`src/rtl/quad_pkg.sv`:
```
// Shared definitions for the quadrature decoder and the directional counter it feeds.
// Holds the pin-state encodings, direction codes and the Gray-code step classifier.
`timescale 1ns/1ps
package quad_pkg;

  typedef enum logic [1:0] {
    S00 = 2'b00,
    S01 = 2'b01,
    S10 = 2'b10,
    S11 = 2'b11
  } quad_state_t;

  localparam logic DIR_UP = 1'b0;
  localparam logic DIR_DN = 1'b1;

  typedef enum logic [1:0] {
    STEP_NONE,
    STEP_UP,
    STEP_DN,
    STEP_BAD
  } quad_step_t;

  // Successor of a state when A leads B: 00 -> 10 -> 11 -> 01 -> 00.
  function automatic quad_state_t next_up(input quad_state_t s);
    quad_state_t n;
    n = S00;
    case (s)
      S00:     n = S10;
      S10:     n = S11;
      S11:     n = S01;
      S01:     n = S00;
      default: n = S00;
    endcase
    return n;
  endfunction

  function automatic quad_step_t classify_step(input quad_state_t prev, input quad_state_t cur);
    quad_step_t step;
    if (prev == cur)
      step = STEP_NONE;
    else if ((prev ^ cur) == 2'b11)
      step = STEP_BAD;
    else if (cur == next_up(prev))
      step = STEP_UP;
    else
      step = STEP_DN;
    return step;
  endfunction

endpackage

```
`src/rtl/quad_filter.sv`:
```
// Two-flop synchroniser followed by a persistence filter for one encoder pin.
// The filtered level only follows the pin after it has disagreed for FILT_LEN consecutive cycles.
`timescale 1ns/1ps
module quad_filter #(
  parameter int FILT_LEN = 4,
  parameter int FILT_W   = $clog2(FILT_LEN + 1)
) (
  input  logic CLK,
  input  logic RST,
  input  logic D,
  output logic Q
);

  logic              s1;
  logic              s2;
  logic [FILT_W-1:0] cnt;

  // Any return to agreement restarts the count, so short glitches never reach Q.
  always_ff @(posedge CLK or negedge RST) begin
    if (!RST) begin
      s1  <= 1'b0;
      s2  <= 1'b0;
      Q   <= 1'b0;
      cnt <= '0;
    end else begin
      s1 <= D;
      s2 <= s1;
      if (s2 == Q) begin
        cnt <= '0;
      end else if (cnt == FILT_W'(FILT_LEN - 1)) begin
        Q   <= s2;
        cnt <= '0;
      end else begin
        cnt <= cnt + 1'b1;
      end
    end
  end

endmodule

```
`src/rtl/quad_decoder.sv`:
```
// x4 quadrature decoder: filtered A/B pins in, one-cycle EN pulse plus DIR out, sticky ERR
// on double transitions. Stays disarmed for a short window after reset so idle pins never count.
`timescale 1ns/1ps
module quad_decoder
  import quad_pkg::*;
#(
  parameter int FILT_LEN = 4
) (
  input  logic CLK,
  input  logic RST,
  input  logic QA,
  input  logic QB,
  input  logic ERR_CLR,
  output logic EN,
  output logic DIR,
  output logic ERR
);

  localparam int FILT_W       = $clog2(FILT_LEN + 1);
  localparam int START_CYCLES = FILT_LEN + 3;
  localparam int START_W      = $clog2(START_CYCLES + 1);

  logic               filt_a;
  logic               filt_b;
  quad_state_t        st;
  quad_state_t        st_next;
  quad_step_t         step;
  logic               armed;
  logic               armed_next;
  logic [START_W-1:0] start_cnt;
  logic [START_W-1:0] start_cnt_next;
  logic               en_next;
  logic               dir_next;
  logic               err_next;

  quad_filter #(
    .FILT_LEN (FILT_LEN),
    .FILT_W   (FILT_W)
  ) u_filter_a (
    .CLK (CLK),
    .RST (RST),
    .D   (QA),
    .Q   (filt_a)
  );

  quad_filter #(
    .FILT_LEN (FILT_LEN),
    .FILT_W   (FILT_W)
  ) u_filter_b (
    .CLK (CLK),
    .RST (RST),
    .D   (QB),
    .Q   (filt_b)
  );

  always_ff @(posedge CLK or negedge RST) begin
    if (!RST) begin
      st        <= S00;
      armed     <= 1'b0;
      start_cnt <= '0;
      EN        <= 1'b0;
      DIR       <= DIR_UP;
      ERR       <= 1'b0;
    end else begin
      st        <= st_next;
      armed     <= armed_next;
      start_cnt <= start_cnt_next;
      EN        <= en_next;
      DIR       <= dir_next;
      ERR       <= err_next;
    end
  end

  // The state always resynchronises to the filtered pins; only armed steps produce events.
  // A clear is applied first so that an illegal step in the same cycle overrides it.
  always_comb begin
    st_next        = quad_state_t'({filt_a, filt_b});
    step           = classify_step(st, st_next);
    armed_next     = armed;
    start_cnt_next = start_cnt;
    en_next        = 1'b0;
    dir_next       = DIR;
    err_next       = ERR_CLR ? 1'b0 : ERR;

    if (!armed) begin
      if (start_cnt == START_W'(START_CYCLES - 1))
        armed_next = 1'b1;
      else
        start_cnt_next = start_cnt + 1'b1;
    end else begin
      case (step)
        STEP_UP: begin
          en_next  = 1'b1;
          dir_next = DIR_UP;
        end
        STEP_DN: begin
          en_next  = 1'b1;
          dir_next = DIR_DN;
        end
        STEP_BAD: err_next = 1'b1;
        default:  en_next  = 1'b0;
      endcase
    end
  end

endmodule

```
`config.mk`:
```
export PLATFORM = sky130hd
export DESIGN_NAME = quad_decoder
export DESIGN_NICKNAME = d
export VERILOG_FILES = /design/src/rtl/quad_pkg.sv /design/src/rtl/quad_filter.sv /design/src/rtl/quad_decoder.sv
export SDC_FILE = /design/constraint.sdc
export NUM_CORES = 1
export LEC_CHECK = 0
export BUFFER_PORTS_ARGS = -buffer_cell sky130_fd_sc_hd__buf_2
export CORE_MARGIN = 1
export CORE_UTILIZATION = 44
export CTS_BUF_LIST = sky130_fd_sc_hd__clkbuf_2 sky130_fd_sc_hd__clkbuf_4 sky130_fd_sc_hd__clkbuf_8
export DETAILED_ROUTE_END_ITERATION = 10
export PLACE_DENSITY = 0.6
export SYNTH_ARGS = -nofsm -noshare
export SYNTH_HDL_FRONTEND = slang
export SYNTH_SLANG_ARGS = --single-unit
```
`constraint.sdc`:
```
create_clock -name CLK -period 3.58 [get_ports CLK]
set_clock_uncertainty 0.05 [all_clocks]
set_input_delay 0.358 -clock CLK [delete_from_list [all_inputs] [get_ports CLK]]
set_output_delay 0.358 -clock CLK [all_outputs]
set_load 0.005 [all_outputs]
```
==> results of run 1 <==
==> worst max-delay path by stage <==
stage,from,cells after the start,end
floorplan,u_filter_a.Q,5,DIR
global placement,u_filter_a.Q,5,DIR
detailed placement,u_filter_a.Q,5,DIR
CTS,u_filter_a.Q,5,DIR
global route,u_filter_a.Q,5,DIR
finish,u_filter_a.Q,5,DIR
==> stage by stage <==
step | area (µm²) | instances
6_report | 940 | 99
2_1_floorplan | 836 | 62
5_1_grt | 940 | 99
4_1_cts | 940 | 99
3_3_place_gp | 902 | 94
3_5_place_dp | 902 | 94
==> layer usage <==
layer  routed length (µm)  part of all wire
met1                  489              0.49
met2                  460              0.46
met4                   10             0.010
met5                    0                 0
met3                   34             0.034
==> final cells by class <==
| cell class | count | area (µm²) |
|---|---|---|
| Clock buffer | 3 | 22.5 |
| Inverter | 6 | 22.5 |
| Fill cell | 160 | 806 |
| Timing Repair Buffer | 8 | 45.0 |
| Multi-Input combinational cell | 35 | 288 |
| Clock inverter | 1 | 5.00 |
| Sequential cell | 21 | 526 |
| Tap cell | 25 | 31.3 |
==> cells by family after synthesis <==
group / synth area share
flip-flops: 0.629
AND/OR/NAND/NOR: 0.0868
XOR/XNOR: 0.0838
adder cells (fa/ha/maj): 0.105
buffers and inverters: 0.0269
AO/OA/AOI/OAI: 0.0419
multiplexers: 0.0269
==> cells in the final DEF (no fill, tap or decap), drive strengths merged, types with 2 or more instances in the layout <==
| cell type | n |
|---|---|
| clkbuf | 3 |
| ha | 7 |
| nand2 | 5 |
| nor3b | 2 |
| dfrtp | 21 |
| o21ai | 2 |
| xor2 | 2 |
| nor2b | 4 |
| inv | 6 |
| mux2 | 2 |
| buf | 7 |
| xnor2 | 6 |
| nor3 | 2 |
==> registers in the layout, summed over array words and instances (netlist names), 2 cells and up <==
signal          count
u_filter_a.cnt      3
start_cnt           3
st                  2
u_filter_b.cnt      3
==> power by group <==
part,switching (µW),leakage [µW],internal [µW]
Sequential,43.1,0.000251,301
Combinational,127,0.000183,123
Clock,66.0,0.0000177,41.5
==> what timing repair did <==
item                      in CTS  in global routing
buffers inserted               0                  0
hold buffers                   1                  0
hold endpoints to repair      21                  0
==> flow_summary_export.csv, run 1 <==
group,metric,value,unit
run_status,status,"completed",
worst_hold_path,hp-start,"QA",
synth,ys.flop_type,"dfrtp_1",
grt,met2_usage,0.197,
layout,layout-drive-gt1-share,0.176,
sta,period_needed,1550,ps
synth,synthCells,62,
clock_tree,htree_levels,1,
synth,yosys-top-cells-area,"dfrtp_1 (63%), ha_1 (10%), xnor2_1 (6.3%), nor2b_1 (3.0%), inv_1 (2.7%)",
sta,tightest_slew,445,ps
setup_path,crit_chain,"xor2_1, inv_1, ha_1, nand2_1, o41ai_2",
worst_hold_path,holdPathEnd,"u_filter_a.s1",
route,drtIter0Drc,4,
route,via_per_inst,4.31,
pwr,ir_drop,0.308,mV
grt,grt_pass1_wl,1760,µm
pwr,p_leak,0.000451,µW
route,wl_per_cell,10.1,µm
floorplan,ioPinCount,8,
placement,hpwl,730,µm
synth,yosysUniqueCellTypes,15,
synth,synth_largest_area_cell,"dfrtp_1",
setup_path,cp_top_family,"flip-flops",
synth,syn_nets,74,
clock_tree,clkLatencyLatePin,290,ps
setup_path,path_class,"reg -> reg",
clock_tree,ctsResizeCount,0,
synth,synth-edff-count,0,
placement,io_buffers,7,
floorplan,die_area,0.00208,mm²
synth,yosysMostFrequentCell,"dfrtp_1",
grt,grt_usage,0.126,
grt,grt_remaining_overflow,0,
grt,met3_usage,0.0238,
route,ant_nets,0,
setup_path,reg2reg_from,"u_filter_a.Q",
synth,seq_area_frac_synth,0.629,
clock_tree,clk_pin_slew,110,ps
sta,hold_ws,109,ps
sta,setup_slack,2030,ps
setup_path,slowest_delay,460,ps
floorplan,initial_utilization,0.479,
clock_tree,cts-root-buf,"clkbuf_4",
setup_path,crit_path_start_kind,"flop",
layout,diodes,0,
grt,busiest_layer,"met2",
pwr,p_per_area,746,mW/mm²
route,drc,0,
route,vias,427,
placement,preCtsSetupSlack,2030,ps
grt,grt_start_max_net_pins,22,
sta,relSlewSlack,0.703,
synth,synth_top_area_frac,0.629,
synth,async_reset_ff_frac,1.00,
synth,synth-seq-cells,21,
floorplan,die_w,45.6,µm
grt,antenna_found_initial,0,
sta,totalNegativeSetupSlack,0,ps
route,wirelength,995,µm
route,drt_pass1_iterations,2,
synth,avgSynthCellArea,13.5,µm²
setup_path,critPathMaxFanout,5,
setup_path,rr_worst_depth,5,
setup_path,worstReg2RegEnd,"DIR",
layout,finalNetCount,87,
floorplan,die_y,45.6,µm
placement,gp_congestion,0.655,
setup_path,crit_buf_inv,1,
setup_path,endpoint_kind,"flop",
setup_path,cp_slowest_cell,"dfrtp_1",
grt,grt_pass1_vias,433,
clock_tree,cts_made_buffers,3,
flow_run,drv_cap,0,
synth,synth_commonest_cells,"dfrtp_1 (21), ha_1 (7), inv_1 (6), xnor2_1 (6), nand2_1 (5)",
sta,final-max-slew-violation-count,0,
setup_path,required,3730,ps
layout,post-route-util,0.538,
sta,clock.fmax,646,MHz
synth,synthesis.area,836,µm²
sta,setup_violations,0,
floorplan,num_rows,15,
clock_tree,numClockSinks,21,
sta,rsz0062_at_grt,"false",
synth,yosysWarnings,0,
sta,fin_crit_sh,0.432,
clock_tree,clock_path_buffers,2,
sta,final_hold_viol_count,0,
floorplan,core-area,0.00175,mm²
setup_path,arrival,1700,ps
pwr,power,701,µW
grt,gr-usage-met1,0.147,
clock_tree,cts_tree,"yes",
layout,areaGrowthSynthToFinish,12.4,%
worst_hold_path,hp-class,"in -> reg",
worst_hold_path,hold_path_depth,1,
setup_path,r2r_slack,2030,ps
Power figures use the tool's default switching activity.
==> inputs of run 2 (changes only) <==
Clock period 3.58 ns to 1.51 ns, I/O delays scaled along.
==> run 2 against run 1 <==
Worst setup slack worse by 1900 ps. Design area grew 6.7%. Cell count rose by 6.1%. Sequential power is 130% higher. Power rose to 2.6 times the previous value. Clock power grew to 2.6 times the previous value. Sequential cell count stayed put. Global-route usage down 0.73 points. Combinational power grew to 2.9 times the previous value. Critical path depth fell by 1. Non-clock buffer count increased by 6.
==> flow_summary_export.csv, run 2 (synthesis results as in run 1) <==
group,metric,value,unit
run_status,status,"completed",
pwr,ir_drop,0.712,mV
route,vias,456,
grt,grt_remaining_overflow,0,
pwr,p_per_area,1790,mW/mm²
setup_path,r2r_slack,150,ps
placement,hpwl,753,µm
grt,grt_pass1_wl,1700,µm
layout,n_fill_cell,154,
layout,mostFrequentLayoutCell,"dfrtp_1",
sta,rsz0062_at_grt,"false",
floorplan,die_w,45.6,µm
layout,reg_top3,"start_cnt: 3 flops, u_filter_a.cnt: 3 flops, u_filter_b.cnt: 3 flops",
layout,areaGrowthSynthToFinish,19.9,%
setup_path,path_class,"reg -> reg",
route,wl_per_cell,9.75,µm
layout,ff_latch_area,526,µm²
clock_tree,clock_path_buffers,2,
pwr,intPower,1210,µW
pwr,p_leak,0.000485,µW
route,wirelength,1020,µm
floorplan,core-area,0.00175,mm²
sta,tightest_slew,452,ps
floorplan,ioPinCount,8,
placement,dp_cells,97,
sta,final_hold_viol_count,0,
layout,finalNetCount,93,
layout,fin_cells,105,
sta,setup_violations,0,
grt,grt_usage,0.119,
clock_tree,post_cts_buffers,0,
placement,preCtsSetupSlack,125,ps
sta,final-max-slew-violation-count,0,
route,drt_pass1_iterations,3,
layout,diodes,0,
pwr,power_frac_comb,0.403,
pwr,p_sw_frac,0.326,
setup_path,rr_worst_depth,4,
floorplan,die_area,0.00208,mm²
floorplan,initial_utilization,0.479,
setup_path,arrival,1510,ps
layout,final_cell_mix,"dfrtp_1 (21), ha_1 (7), buf_2 (7)",
clock_tree,cts_tree,"yes",
setup_path,endpoint_kind,"flop",
route,ant_nets,0,
clock_tree,cts_made_buffers,3,
sta,setup_slack,149,ps
setup_path,required,1660,ps
setup_path,worstReg2RegEnd,"DIR",
sta,relSlewSlack,0.698,
route,drtIter0Drc,3,
route,drc,0,
sta,period_needed,1360,ps
clock_tree,numClockSinks,21,
pwr,seqPwrFrac,0.444,
placement,io_buffers,7,
sta,clock.fmax,735,MHz
layout,multi_input_area,295,µm²
grt,antenna_found_initial,0,
setup_path,critPathMaxFanout,2,
clock_tree,cts-root-buf,"clkbuf_4",
route,via_per_inst,4.34,
pwr,pwr-share-clk,0.153,
clock_tree,clk_pin_slew,110,ps
clock_tree,clkLatencyLatePin,290,ps
grt,grt_start_max_net_pins,22,
sta,totalNegativeSetupSlack,0,ps
flow_run,drv_cap,0,
grt,grt_pass1_vias,424,
floorplan,num_rows,15,
setup_path,crit_path_start_kind,"flop",
floorplan,die_y,45.6,µm
sta,fin_crit_sh,0.901,
clock_tree,htree_levels,1,
setup_path,reg2reg_from,"st[1]",
placement,gp_congestion,0.656,
sta,hold_ws,275,ps
pwr,switchingPower,584,µW
layout,layout-drive-gt1-share,0.213,
worst_hold_path,hp-class,"in -> async",
run 2: power groups by stage:
stage	combinational [µW]	sequential (µW)	clock (µW)
finish	723	795	275
global placement	690	797	0
CTS	728	790	287
floorplan	469	819	0
detailed placement	711	802	0
global route	840	811	314
run 2: cell type report:
class | count | area share
clock buffers | 4 | 0.0300
inverters | 6 | 0.0225
multi-input cells | 35 | 0.295
flip-flops and latches | 21 | 0.524
repair buffers | 14 | 0.0974
well taps | 25 | 0.0312
run 2: worst max path at each step:
stage	startpoint	to	cells after the start
after floorplan	u_filter_a.Q	DIR	5
after global placement	st[0]	DIR	4
after detailed placement	u_filter_a.Q	DIR	5
after CTS	u_filter_a.Q	DIR	5
after global routing	st[1]	DIR	5
final	st[1]	DIR	4
run 2: what timing repair did:
item                                    CTS  global route
hold endpoints to repair                 24             0
hold buffers                              4             0
gates resized for setup                   0             1
endpoints found under the setup margin    0             1
run 2: metrics by stage:
step           power (µW)   util  cell area [µm²]
3_3_place_gp         1490  0.530              925
3_5_place_dp         1510  0.530              925
2_1_floorplan        1290      -              836
5_1_grt              1970  0.574             1000
6_report             1790  0.574             1000
4_1_cts              1810  0.570              995
run 2: critical path, cell delays in order (launching register included):
cell and delay [ps]:
dfrtp_1 410, xor2_1 170, buf_4 140, ha_1 180, o41ai_2 310
run 2: layer usage:
layer | vias up | wire length, µm | track usage
met5 | - | 0 | 0
met2 | 8 | 464 | 0.186
li1 | 234 | - | -
met3 | 0 | 33 | 0.0238
met1 | 214 | 526 | 0.151
met4 | 0 | 0 | 0.0727
==> inputs of run 3 (changes only) <==
Settings changed: ABC_AREA set to 1.
==> run 3 against run 2 <==
Design area is 1.1% higher. Synthesized cell count is 32% higher. Global-route usage is 1.4 points higher. Maximum frequency is 0.45% lower. Sequential cell count stayed put. Worst setup slack worse by 6.2 ps. Sequential share of layout area is 0.58 points lower. Area after synthesis is 4.9% higher. Worst hold slack worse by 25 ps. Clock power is 3% higher. Critical path type unchanged.
==> flow_summary_export.csv, run 3 <==
group,metric,value,unit
run_status,status,"completed",
clock_tree,cts_tree,"yes",
sta,period_needed,1370,ps
layout,diodes,0,
sta,tightest_slew,464,ps
sta,setup_slack,143,ps
clock_tree,numClockSinks,21,
pwr,p_leak,0.000513,µW
layout,multi_input_area,303,µm²
synth,synth-edff-count,0,
placement,gp_congestion,0.727,
layout,areaGrowthSynthToFinish,15.5,%
layout,layout-drive-gt1-share,0.155,
clock_tree,clock_path_buffers,2,
clock_tree,htree_levels,1,
synth,ys.flop_type,"dfrtp_1",
sta,rsz0062_at_grt,"false",
synth,synth-compound-area-share,0.0414,
layout,reg_top3,"start_cnt: 3 flops, u_filter_a.cnt: 3 flops, u_filter_b.cnt: 3 flops",
sta,setup_violations,0,
layout,mostFrequentLayoutCell,"dfrtp_1",
synth,synth_top_area_frac,0.599,
setup_path,crit_top_cell,"nand2_1",
placement,io_buffers,7,
floorplan,num_rows,15,
sta,relSlewSlack,0.690,
setup_path,cp_top_family,"flip-flops",
setup_path,startpoint,"u_filter_b.Q",
synth,synth_fa_ha_area_frac,0.0999,
synth,synth_top_family_by_area,"simple AND/OR/NAND/NOR gates",
layout,ff_latch_area,526,µm²
synth,synth_largest_area_cell,"dfrtp_1",
floorplan,die_w,46.6,µm
setup_path,arrival,1570,ps
floorplan,ioPinCount,8,
synth,synthMuxAreaShare,0,
route,drtIter0Drc,7,
grt,grt_start_max_net_pins,22,
floorplan,die_area,0.00218,mm²
setup_path,endpoint_kind,"flop",
setup_path,path_class,"reg -> reg",
placement,hpwl,783,µm
flow_run,drv_cap,0,
synth,synthesis.area,877,µm²
setup_path,required,1710,ps
clock_tree,clk_pin_slew,130,ps
setup_path,crit_path_start_kind,"flop",
layout,final_cell_mix,"dfrtp_1 (21), nand2_1 (20), inv_1 (13)",
synth,synthCells,82,
clock_tree,ctsResizeCount,0,
pwr,ir_drop,0.801,mV
clock_tree,clkLatencyLatePin,310,ps
layout,finalNetCount,110,
route,drc,0,
grt,grt_usage,0.133,
setup_path,crit_chain,"xnor2_1, inv_1, ha_1, nor3_2, nand2_1, nand2_1",
route,wl_per_cell,9.20,µm
sta,totalNegativeSetupSlack,0,ps
worst_hold_path,hp-class,"in -> async",
synth,yosysWarnings,0,
clock_tree,cts-root-buf,"clkbuf_4",
synth,synth_xor_area_frac,0.0499,
grt,antenna_found_initial,0,
setup_path,reg2reg_from,"u_filter_b.Q",
synth,yosysUniqueCellTypes,13,
grt,grt_pass1_vias,439,
clock_tree,cts_made_buffers,3,
grt,grt_remaining_overflow,0,
pwr,power,1670,µW
setup_path,slowest_delay,450,ps
placement,preCtsSetupSlack,160,ps
route,vias,517,
setup_path,rr_worst_depth,6,
synth,yosys.area_share.simple,0.154,
synth,syn_nets,94,
synth,yosys-top-cells-area,"dfrtp_1 (60%), ha_1 (10%), nand2_1 (8.6%), inv_1 (5.6%), xnor2_1 (4.0%)",
setup_path,cp_slowest_cell,"dfrtp_1",
route,wirelength,1120,µm
floorplan,die_y,46.6,µm
sta,final_hold_viol_count,0,
route,ant_nets,0,
sta,final-max-slew-violation-count,0,
floorplan,initial_utilization,0.487,
sta,fin_crit_sh,0.905,
setup_path,crit_buf_inv,1,
synth,async_reset_ff_frac,1.00,
synth,synth-seq-cells,21,
floorplan,core-area,0.00180,mm²
setup_path,cp.depth,6,
synth,seq_area_frac_synth,0.599,
sta,clock.fmax,732,MHz
grt,grt_pass1_wl,1900,µm
route,via_per_inst,4.24,
synth,synth_commonest_cells,"dfrtp_1 (21), nand2_1 (20), inv_1 (13)",
setup_path,critPathMaxFanout,5,
layout,n_fill_cell,158,
route,drt_pass1_iterations,4,
pwr,p_per_area,1640,mW/mm²
synth,yosysMostFrequentCell,"dfrtp_1",
synth,avgSynthCellArea,10.7,µm²
==> run 3: changes by cell type in the layout (fill, tap and decap cells not counted), sizes merged, moves of 2 or more <==
cell	before	now
nand2	5	20
nor2b	4	0
nor3b	2	0
o21ai	2	4
inv	6	13
buf	10	7
mux2	2	0
nor2	1	6
xnor2	6	4
==> run 3: worst paths after layout <==
kind,endpoint,slack (ps)
setup / recovery,DIR,140
hold / removal,u_filter_b.cnt[0],250
setup reg to reg,DIR,140
hold reg to reg,u_filter_b.s2,320
max in group asynchronous,start_cnt[1],830
min in group CLK,u_filter_b.s2,320
==> run 3: area by class of cell <==
cell class | count | share of cell area
Timing Repair Buffer | 11 | 0.0741
Clock inverter | 1 | 0.00741
Multi-Input combinational cell | 48 | 0.299
Inverter | 13 | 0.0481
Clock buffer | 3 | 0.0222
Sequential cell | 21 | 0.519
Tap cell | 25 | 0.0309
==> run 3: cells by family (layout without fill, tap and decap cells) <==
logic type,Yosys count,in the layout
xor+xnor,5,5
fa+ha+maj,7,7
compound gates,6,6
flops,21,21
simple gates,30,30
buf+inv,13,28
==> run 3: per-stage QoR <==
| step | utilization | instance area, µm² | hold slack, ps | instances |
|---|---|---|---|---|
| finish | 0.563 | 1010 | 251 | 122 |
| global route | 0.563 | 1010 | 294 | 122 |
| CTS | 0.563 | 1010 | 255 | 122 |
| detailed placement | 0.524 | 943 | 81.4 | 114 |
| global placement | 0.524 | 943 | 78.3 | 114 |
| floorplan | - | 877 | -195 | 82 |
==> run 3: per-layer routing <==
layer  part of all wire  track usage  vias up  wire length, µm
met3              0.025       0.0353        2               28
met2               0.44        0.167        8              495
li1                   -            -      278                -
met1               0.52        0.197      229              583
met4              0.012       0.0857        0               14
met5                  0            0        -                0
==> run 3: report_power, final <==
group | switching (µW) | internal, µW | leakage (µW)
logic | 324 | 261 | 0.000246
registers | 95.6 | 704 | 0.000253
clock network | 182 | 101 | 0.0000139
total | 601 | 1070 | 0.000513
==> run 3: timing repair <==
item	in CTS	in global routing
setup buffers	0	0
hold buffers	4	0
endpoints found under the hold margin	24	0
setup endpoints to repair	0	0
